$ cat config.mk
export PLATFORM = sky130hd
export DESIGN_NAME = rr_entry_allocator
export DESIGN_NICKNAME = d
export VERILOG_FILES = /design/src/rtl/alloc_pkg.sv /design/src/rtl/rr_entry_allocator_wrap_first_free.sv /design/src/rtl/rr_entry_allocator.sv
export SDC_FILE = /design/constraint.sdc
export NUM_CORES = 1
export LEC_CHECK = 0
export BUFFER_PORTS_ARGS = -buffer_cell sky130_fd_sc_hd__buf_4
export CELL_PAD_IN_SITES_DETAIL_PLACEMENT = 1
export CELL_PAD_IN_SITES_GLOBAL_PLACEMENT = 1
export CORE_ASPECT_RATIO = 1.25
export CORE_MARGIN = 3
export CORE_UTILIZATION = 40
export CTS_CLUSTER_DIAMETER = 60
export DETAILED_ROUTE_END_ITERATION = 8
export PLACE_DENSITY = 0.8
export SYNTH_ARGS = -nofsm -noshare
export SYNTH_HDL_FRONTEND = slang
export SYNTH_HIERARCHICAL = 1
export SYNTH_SLANG_ARGS = --single-unit
$ cat constraint.sdc
create_clock -name clock -period 3.75 [get_ports clock]
set_input_delay 0 -clock clock [delete_from_list [all_inputs] [get_ports clock]]
set_output_delay 0 -clock clock [all_outputs]
set_load 0.005 [all_outputs]
$ cat src/rtl/alloc_pkg.sv
// Shared definitions for the rotating-priority entry allocator.
//
// Contents:
//   ALLOC_DEPTH  default number of allocatable entries (power of two, >= 2)
//   ALLOC_IDX_W  default entry index width
//   alloc_idx_t  entry index type for the default depth
//   alloc_cnt_t  free-entry count type for the default depth (one bit wider,
//                so that it can hold the value ALLOC_DEPTH)
package alloc_pkg;

  localparam int ALLOC_DEPTH = 16;
  localparam int ALLOC_IDX_W = $clog2(ALLOC_DEPTH);

  typedef logic [ALLOC_IDX_W-1:0] alloc_idx_t;
  typedef logic [ALLOC_IDX_W:0]   alloc_cnt_t;

endpackage

$ cat src/rtl/rr_entry_allocator_wrap_first_free.sv
// wrap_first_free: combinational wrap-around first-set search.
//
// The search looks for the lowest set bit of mask at or above base. If there
// is none, it looks for the lowest set bit below base. If mask is all zero,
// idx is 0.
//
// Ports:
//   mask   in   N       candidate bitmap (1 = eligible)
//   base   in   IDX_W   start position of the search
//   idx    out  IDX_W   index of the first eligible bit after wrapping
//   found  out  1       at least one bit of mask is set
module wrap_first_free
  import alloc_pkg::*;
#(
  parameter int N     = ALLOC_DEPTH,
  parameter int IDX_W = $clog2(N)
) (
  input  logic [N-1:0]     mask,
  input  logic [IDX_W-1:0] base,
  output logic [IDX_W-1:0] idx,
  output logic             found
);

  logic [N-1:0]     hi;
  logic [N-1:0]     lo;
  logic [IDX_W-1:0] hi_idx;
  logic [IDX_W-1:0] lo_idx;

  always_comb begin
    hi = '0;
    lo = '0;
    for (int i = 0; i < N; i++) begin
      if (IDX_W'(i) >= base) hi[i] = mask[i];
      else                   lo[i] = mask[i];
    end

    // The scan runs from the top bit down, so the final assignment gives the
    // lowest set bit.
    hi_idx = '0;
    lo_idx = '0;
    for (int i = N - 1; i >= 0; i--) begin
      if (hi[i]) hi_idx = IDX_W'(i);
      if (lo[i]) lo_idx = IDX_W'(i);
    end

    idx   = (|hi) ? hi_idx : lo_idx;
    found = |mask;
  end

endmodule

$ cat src/rtl/rr_entry_allocator.sv
// rr_entry_allocator: rotating-priority allocator for DEPTH entries.
//
// The allocator keeps a busy bitmap and a rotating base pointer. Each cycle it
// offers the first free entry at or above the pointer, wrapping around to
// index 0 when needed. A grant happens in the same cycle as the request. After
// a grant, the pointer moves to one past the granted entry. Freed entries
// become visible to the search on the following cycle.
//
// Optional build macro: RR_ALLOC_DOUBLE_FREE_CHECK_EN
//   This macro adds a sticky err_double_free output and a simulation
//   assertion. Both flag a free of an entry that is not busy.
//
// Ports:
//   clock            in   1        system clock
//   reset_n          in   1        synchronous active-low reset
//   alloc_valid      in   1        requester wants one entry this cycle
//   alloc_ready      out  1        a free entry is offered
//   alloc_idx        out  IDX_W    offered entry (valid when alloc_ready=1)
//   free_valid       in   1        release one entry
//   free_idx         in   IDX_W    entry being released
//   flush            in   1        release everything and reset the pointer
//   free_count       out  IDX_W+1  registered number of free entries
//   full             out  1        registered, free_count == 0
//   empty            out  1        registered, free_count == DEPTH
//   err_double_free  out  1        (macro only) sticky double-free flag
module rr_entry_allocator
  import alloc_pkg::*;
#(
  parameter int DEPTH = ALLOC_DEPTH,
  parameter int IDX_W = $clog2(DEPTH)
) (
  input  logic             clock,
  input  logic             reset_n,
  input  logic             alloc_valid,
  output logic             alloc_ready,
  output logic [IDX_W-1:0] alloc_idx,
  input  logic             free_valid,
  input  logic [IDX_W-1:0] free_idx,
  input  logic             flush,
  output logic [IDX_W:0]   free_count,
  output logic             full,
  output logic             empty
`ifdef RR_ALLOC_DOUBLE_FREE_CHECK_EN
  ,
  output logic             err_double_free
`endif
);

  localparam int                CNT_W     = IDX_W + 1;
  localparam logic [CNT_W-1:0] DEPTH_CNT = CNT_W'(DEPTH);

  logic [DEPTH-1:0] busy;
  logic [IDX_W-1:0] ptr;

  logic             any_free;
  logic             fire;
  logic             free_hit;
  logic [DEPTH-1:0] busy_nxt;
  logic [IDX_W-1:0] ptr_nxt;
  logic [CNT_W-1:0] cnt_nxt;

  // Search stage: the search sees registered state only.
  wrap_first_free #(
    .N     (DEPTH),
    .IDX_W (IDX_W)
  ) u_search (
    .mask  (~busy),
    .base  (ptr),
    .idx   (alloc_idx),
    .found (any_free)
  );

  assign alloc_ready = reset_n & ~flush & any_free;
  assign fire        = alloc_valid & alloc_ready;
  // A free counts only when it targets an entry that is busy. The grant and a
  // real free can never collide, because alloc_idx always points to an entry
  // that is not busy.
  assign free_hit    = free_valid & busy[free_idx];

  always_comb begin
    busy_nxt = busy;
    ptr_nxt  = ptr;
    cnt_nxt  = free_count - CNT_W'(fire) + CNT_W'(free_hit);
    if (free_hit) busy_nxt[free_idx] = 1'b0;
    if (fire) begin
      busy_nxt[alloc_idx] = 1'b1;
      // DEPTH is a power of two, so the natural overflow gives the wrap.
      ptr_nxt = alloc_idx + IDX_W'(1);
    end
    if (flush) begin
      busy_nxt = '0;
      ptr_nxt  = '0;
      cnt_nxt  = DEPTH_CNT;
    end
  end

  // State stage: full and empty are registered from the next-state count.
  always_ff @(posedge clock) begin
    if (!reset_n) begin
      busy       <= '0;
      ptr        <= '0;
      free_count <= DEPTH_CNT;
      full       <= 1'b0;
      empty      <= 1'b1;
    end else begin
      busy       <= busy_nxt;
      ptr        <= ptr_nxt;
      free_count <= cnt_nxt;
      full       <= (cnt_nxt == '0);
      empty      <= (cnt_nxt == DEPTH_CNT);
    end
  end

`ifdef RR_ALLOC_DOUBLE_FREE_CHECK_EN
  logic double_free;
  assign double_free = free_valid & ~busy[free_idx] & ~flush;

  always_ff @(posedge clock) begin
    if (!reset_n)         err_double_free <= 1'b0;
    else if (double_free) err_double_free <= 1'b1;
  end

  a_no_double_free : assert property (@(posedge clock) disable iff (!reset_n)
    !double_free);
`endif

endmodule
# Yosys cells after proc, flatten, opt, wreduce, memory -nomap -nowiden
# Index checks and enable logic that the tools add are counted.
dict set report totals {
  word_cells 119
  in_bits 9
  register_bits 27
}
dict set report op_classes {
  n_reduce_logical 6
  addsub 3
  bitwise 10
  eq_ne 1
  n_lt_le_gt_ge 20
  muxes 74
}
# cell count
set op_table {}
lappend op_table {{4-bit two-way mux} 33}
lappend op_table {{1-bit two-way mux} 35}
lappend op_table {{4-bit greater-or-equal comparator (first input constant)} 8}
lappend op_table {{16-bit two-way mux} 2}
lappend op_table {{16-bit NOT} 2}
lappend op_table {{16-bit OR reduction} 2}
lappend op_table {{16-bit AND} 1}
lappend op_table {{3-bit by 4-bit greater-or-equal comparator with 1-bit output (first input constant)} 4}
lappend op_table {{16-bit bitwise OR} 1}
lappend op_table {{4-bit by 5-bit less-than comparator with 1-bit output (second input constant)} 2}
lappend op_table {{1-bit demux with 4-bit select} 2}
lappend op_table {{1-bit by 4-bit greater-or-equal comparator with 1-bit output (first input constant)} 2}
lappend op_table {{2-bit by 4-bit greater-or-equal comparator with 1-bit output (first input constant)} 2}
lappend op_table {{4-bit by 1-bit greater-or-equal comparator with 1-bit output (second input constant)} 2}
lappend op_table {{5-bit by 1-bit adder with 5-bit output} 1}
lappend op_table {{5-bit == test (second input constant)} 1}
lappend op_table {{5-bit logical NOT} 1}
lappend op_table {{5-bit two-way mux} 1}
lappend op_table {{5-bit by 1-bit subtractor with 5-bit output} 1}
lappend op_table {{4-bit by 1-bit adder with 4-bit output (second input constant)} 1}
lappend op_table {{1-bit AND} 4}
lappend op_table {{1-bit binary-select mux with 4-bit select} 1}
lappend op_table {{1-bit logical AND} 2}
lappend op_table {{1-bit NOT} 2}
lappend op_table {{2-bit OR reduction} 1}

# Depth between registers and ports, before layout
dict set report logic_depth {
  word_depth 25
  ltp_mapped 16
  mapped_depth_nobuf 15
}

# Hierarchy
# Netlist, hierarchy kept.
# module cells_each area_per_inst_um2 instances
set modules_own_cells {}
lappend modules_own_cells {rr_entry_allocator 185 1539.0 1}
lappend modules_own_cells {wrap_first_free 150 919.6 1}

# Worst setup path before layout
# No wires, ideal clock.
dict set report synth_path {
  path_kind {reg-to-reg}
  start {register busy[3]}
  end {register full}
  required_time_ns 3.647
  path_slack_ns 0.324
  path_stages_with_launch 17
  path_buffers 1
  arrival_ns 3.322
  setup_ns 0.103
  period_less_slack_ns 3.426
  cell_sequence {dfxtp_1 inv_1 or4_1 nor4_1 nand4b_1 nand3_1 inv_1 buf_4 ha_1 inv_1 ha_1 inv_1 fa_1 xnor2_1 nor4bb_1 mux2i_1 a2111oi_2}
}
dict set report synth_between {
  elab_chain_cells 8
}
# item line
set synth_rtl {}
lappend synth_rtl {{start: declaration} rr_entry_allocator.sv:52} ;# logic [DEPTH-1:0] busy;
lappend synth_rtl {{start signal: assignment} rr_entry_allocator.sv:106} ;# busy <= busy_nxt;
lappend synth_rtl {{16-bit NOT} rr_entry_allocator.sv:67} ;# .mask (~busy),
lappend synth_rtl {{16-bit OR reduction} rr_entry_allocator_wrap_first_free.sv:47} ;# found = |mask;
lappend synth_rtl {{net any_free} rr_entry_allocator.sv:55} ;# logic any_free;
lappend synth_rtl {{1-bit AND} rr_entry_allocator.sv:73} ;# assign alloc_ready = reset_n & ~flush & any_free;
lappend synth_rtl {{1-bit AND} rr_entry_allocator.sv:74} ;# assign fire = alloc_valid & alloc_ready;
lappend synth_rtl {{5-bit by 1-bit subtractor with 5-bit output} rr_entry_allocator.sv:83} ;# cnt_nxt = free_count - CNT_W'(fire) + CNT_W'(free_hit);
lappend synth_rtl {{5-bit by 1-bit adder with 5-bit output} rr_entry_allocator.sv:83}
lappend synth_rtl {{5-bit two-way mux} rr_entry_allocator.sv:90} ;# if (flush) begin
lappend synth_rtl {{5-bit logical NOT} rr_entry_allocator.sv:109} ;# full <= (cnt_nxt == '0);
lappend synth_rtl {{end signal: assignment} rr_entry_allocator.sv:109}
lappend synth_rtl {{end: declaration} rr_entry_allocator.sv:41} ;# output logic full,
# The timed path passes the listed nets, and every way through them passes these cells. The select of a mux whose other input is x is not followed.
# A chain may end at the register's enable or synchronous reset.

# Worst setup path in the final report
dict set report layout_path {
  start {register busy[5]}
  end {register full}
}
# The elaborated chain is that of the path after synthesis.

==> reports/qor.txt <==
Status = finished, final reports clean
Pwr Density = 213 mW/mm^2
Final instance area = 0.00272 mm^2
I/O Buffers = 20
Clk Latency, worst-skew pair = 280 ps
Area after DPL = 0.00263 mm^2
Vias post-DR = 2494
Maximum vdd drop = 0.000206 V
Slew Limit Fails = 0
# H-tree levels = 1
Clk buf depth = 2
GRT Total Usage = 0.214
Setup Skew = 2.15 ps
DRT Pass-1 Iters = 4
Synth top area cells = dfxtp_1 22%, o21ai_0 6.3%, a21oi_1 5.9%
Crit path launch type = flip-flop
Routability cong. = 0.900
RSZ-0062 raised after global routing = no
Post-CTS Setup Bufs = 0
First element of the critical path = busy[5]$_SDFF_PP0_
Leakage = 0.997 nW
EDFF count, synth = 0
Mapped Cells = 335
Delay of the slowest cell on the worst path = 520 ps
Comb power frac = 0.190
Largest area contributor in the netlist = dfxtp_1
Initial DRC count = 166
Clock power share = 0.296
Clock Pin Slew Worst Setup and Hold Paths = 90 ps
Commonest non-fill, non-tap cell in the layout = nand2_1
Critical path's slowest cell = or4_1
Post-DP HPWL = 5990 um
Initial Utilization = 0.420
GRT met1 Usage = 0.253
Sequential share of power = 0.514
Switch share = 0.280
Fin nets = 370
Placed cells = 426
Seq/Total Area, Yosys = 0.220
Die height = 93.7 um
CTS tree = built
Area Growth Syn to Fin = 10.8%
Setup TNS = 0 ps
Max Fclk = 286 MHz
Clock tree sinks = 27
Std cell rows = 31
Crit-path cells = inv_2 > or4_1 > nor4_2 > nand4b_1 > nand3_2 > inv_1 > ha_1 > inv_1 > ha_1 > inv_1 > fa_2 > xnor2_2 > nor4bb_2 > mux2i_1 > a2111oi_2
Post-synthesis cell type count = 71
Crit path kind = flip-flop to flip-flop
Final setup vio count = 0
Gr ovfl total = 0
Layout cell share with drive strength beyond 1 = 0.149
GRT Max-Usage Layer = met2
Largest net degree at the start of global routing = 21
Initial antenna violation count = 0
DRC violations left = 0
Met2 Use GR = 0.402
Headroom to the max-slew limit = 0.510
CP Max Fanout = 5
N_diodes = 0
Detailed-route wire length = 7660 um
First-pass GRT wire length = 12400 um
CTS Buf Count = 3
Slew @ Worst Pin = 734 ps
Max Cap Viol = 0
Final ANT Viol Nets = 0
Area share of the largest cell type after synthesis = 0.220
Critical Path End Type = flip-flop
Die ar. = 0.00713 mm^2
Worst hold path class = input pin to flip-flop
Int Power = 418 uW
Non-Filler Instances = 432
Post-synthesis net count = 354
Synthesis-stage register bit count = 27
Endpoints failing hold = 0
Vias in the first global route = 2590
Mean routed wirelength per cell = 17.7 um
IO Count = 21
WP data required = 3930 ps
Crit-path most repeated cell = inv_1
Startpoint of the worst hold path = alloc_valid
Dominant synthesized flop cell = dfxtp_1
Root buffer cell = clkbuf_8
Vias/cell = 5.77
Psw = 162 uW
Die Wd = 76.1 um
Ys async rst share = 0
Fin crit share = 0.934
Syn Std Cell Area = 0.00246 mm^2
Most frequent cells in the layout = 32 x nand2_1, 31 x inv_1, 31 x o21ai_0
Area of the core = 0.00586 mm^2
Critical path data arrival time = 3680 ps
R2R Path Start = busy[5]$_SDFF_PP0_
Synth warnings = 6
Met3 Usage GRT = 0.0154
Tmin final = 3500 ps
Mean Syn Cell Area = 7.34 um^2
==> kinds of logic (layout without fill, tap and decap cells) <==
kind of cell / count (synthesis) / in the layout / synth area share
muxes: 4 / 4 / 0.0331
AOI/OAI and AO/OA: 114 / 114 / 0.297
adders and majority gates: 10 / 10 / 0.0539
buffers and inverters: 51 / 66 / 0.104
DFF: 27 / 27 / 0.220
xor gates and xnor gates: 6 / 6 / 0.0214
and+or+nand+nor: 123 / 123 / 0.270
==> synth_stat cells (6+ instances only) <==
cell and number:
inv_1 33, nand2_1 32, ha_1 9, a21oi_1 29, nand2b_1 7, nor2b_1 14
o31ai_1 6, dfxtp_1 27, nor2_1 21, nand3_1 17, o21ai_0 31
==> registers in the layout, summed over array words and instances, names as in the netlist <==
signal and cells:
free_count 5, ptr 4, empty 1, full 1, busy 16
==> critical path: cells and delay by family (launching register included) <==
| kind | cells | cell delay, ps |
|---|---|---|
| simple gates | 5 | 1370 |
| fa+ha+maj | 3 | 830 |
| flops | 1 | 360 |
| buf+inv | 4 | 270 |
| compound gates | 1 | 220 |
| xor+xnor | 1 | 170 |
| mux | 1 | 160 |
==> routing by layer <==
metal / up-vias / wire length [um] / share of wire
met1: 1210 / 3300 / 0.43
met2: 53 / 3950 / 0.52
met3: 16 / 237 / 0.031
met5: - / 0 / 0
li1: 1215 / - / -
met4: 0 / 167 / 0.022
==> power groups by stage <==
stage / logic, mW / registers [mW] / clock network [mW]
floorplan: 0.0692 / 0.303 / 0
global placement: 0.0990 / 0.305 / 0
detailed placement: 0.103 / 0.305 / 0
CTS: 0.105 / 0.298 / 0.171
global route: 0.121 / 0.299 / 0.189
finish: 0.110 / 0.298 / 0.172
==> timing repair <==
action,4_1_cts,5_1_grt
endpoints found under the hold margin,1,0
gates resized for setup,0,7
hold buffers,2,0
setup endpoints to repair,0,2
==> area by class of cell <==
cell class              instances  area [um^2]
fillers                       757         3130
flip-flops and latches         27          541
multi-input cells             257         1690
repair buffers                 29          223
inverters                      33          124
clock buffers                   4         45.0
well taps                      82          103
==> stage by stage <==
stage	utilization	power, mW	hold slack [ps]	setup WS (ps)
detailed placement	0.449	0.408	181	63.7
floorplan	-	0.373	68.9	324
global placement	0.449	0.404	179	321
finish	0.465	0.580	66.7	249
global route	0.465	0.609	82.4	15.1
CTS	0.460	0.574	118	7.77
==> worst paths after layout <==
path / to / slack, ps / cells after the start
max: full$_SDFF_PN0_ / 250 / 15
min: ptr[2]$_SDFFE_PP0N_ / 70 / 3
max reg2reg: full$_SDFF_PN0_ / 250 / 15
min reg2reg: busy[11]$_SDFF_PP0_ / 500 / 2
Power figures use the tool's default switching activity.
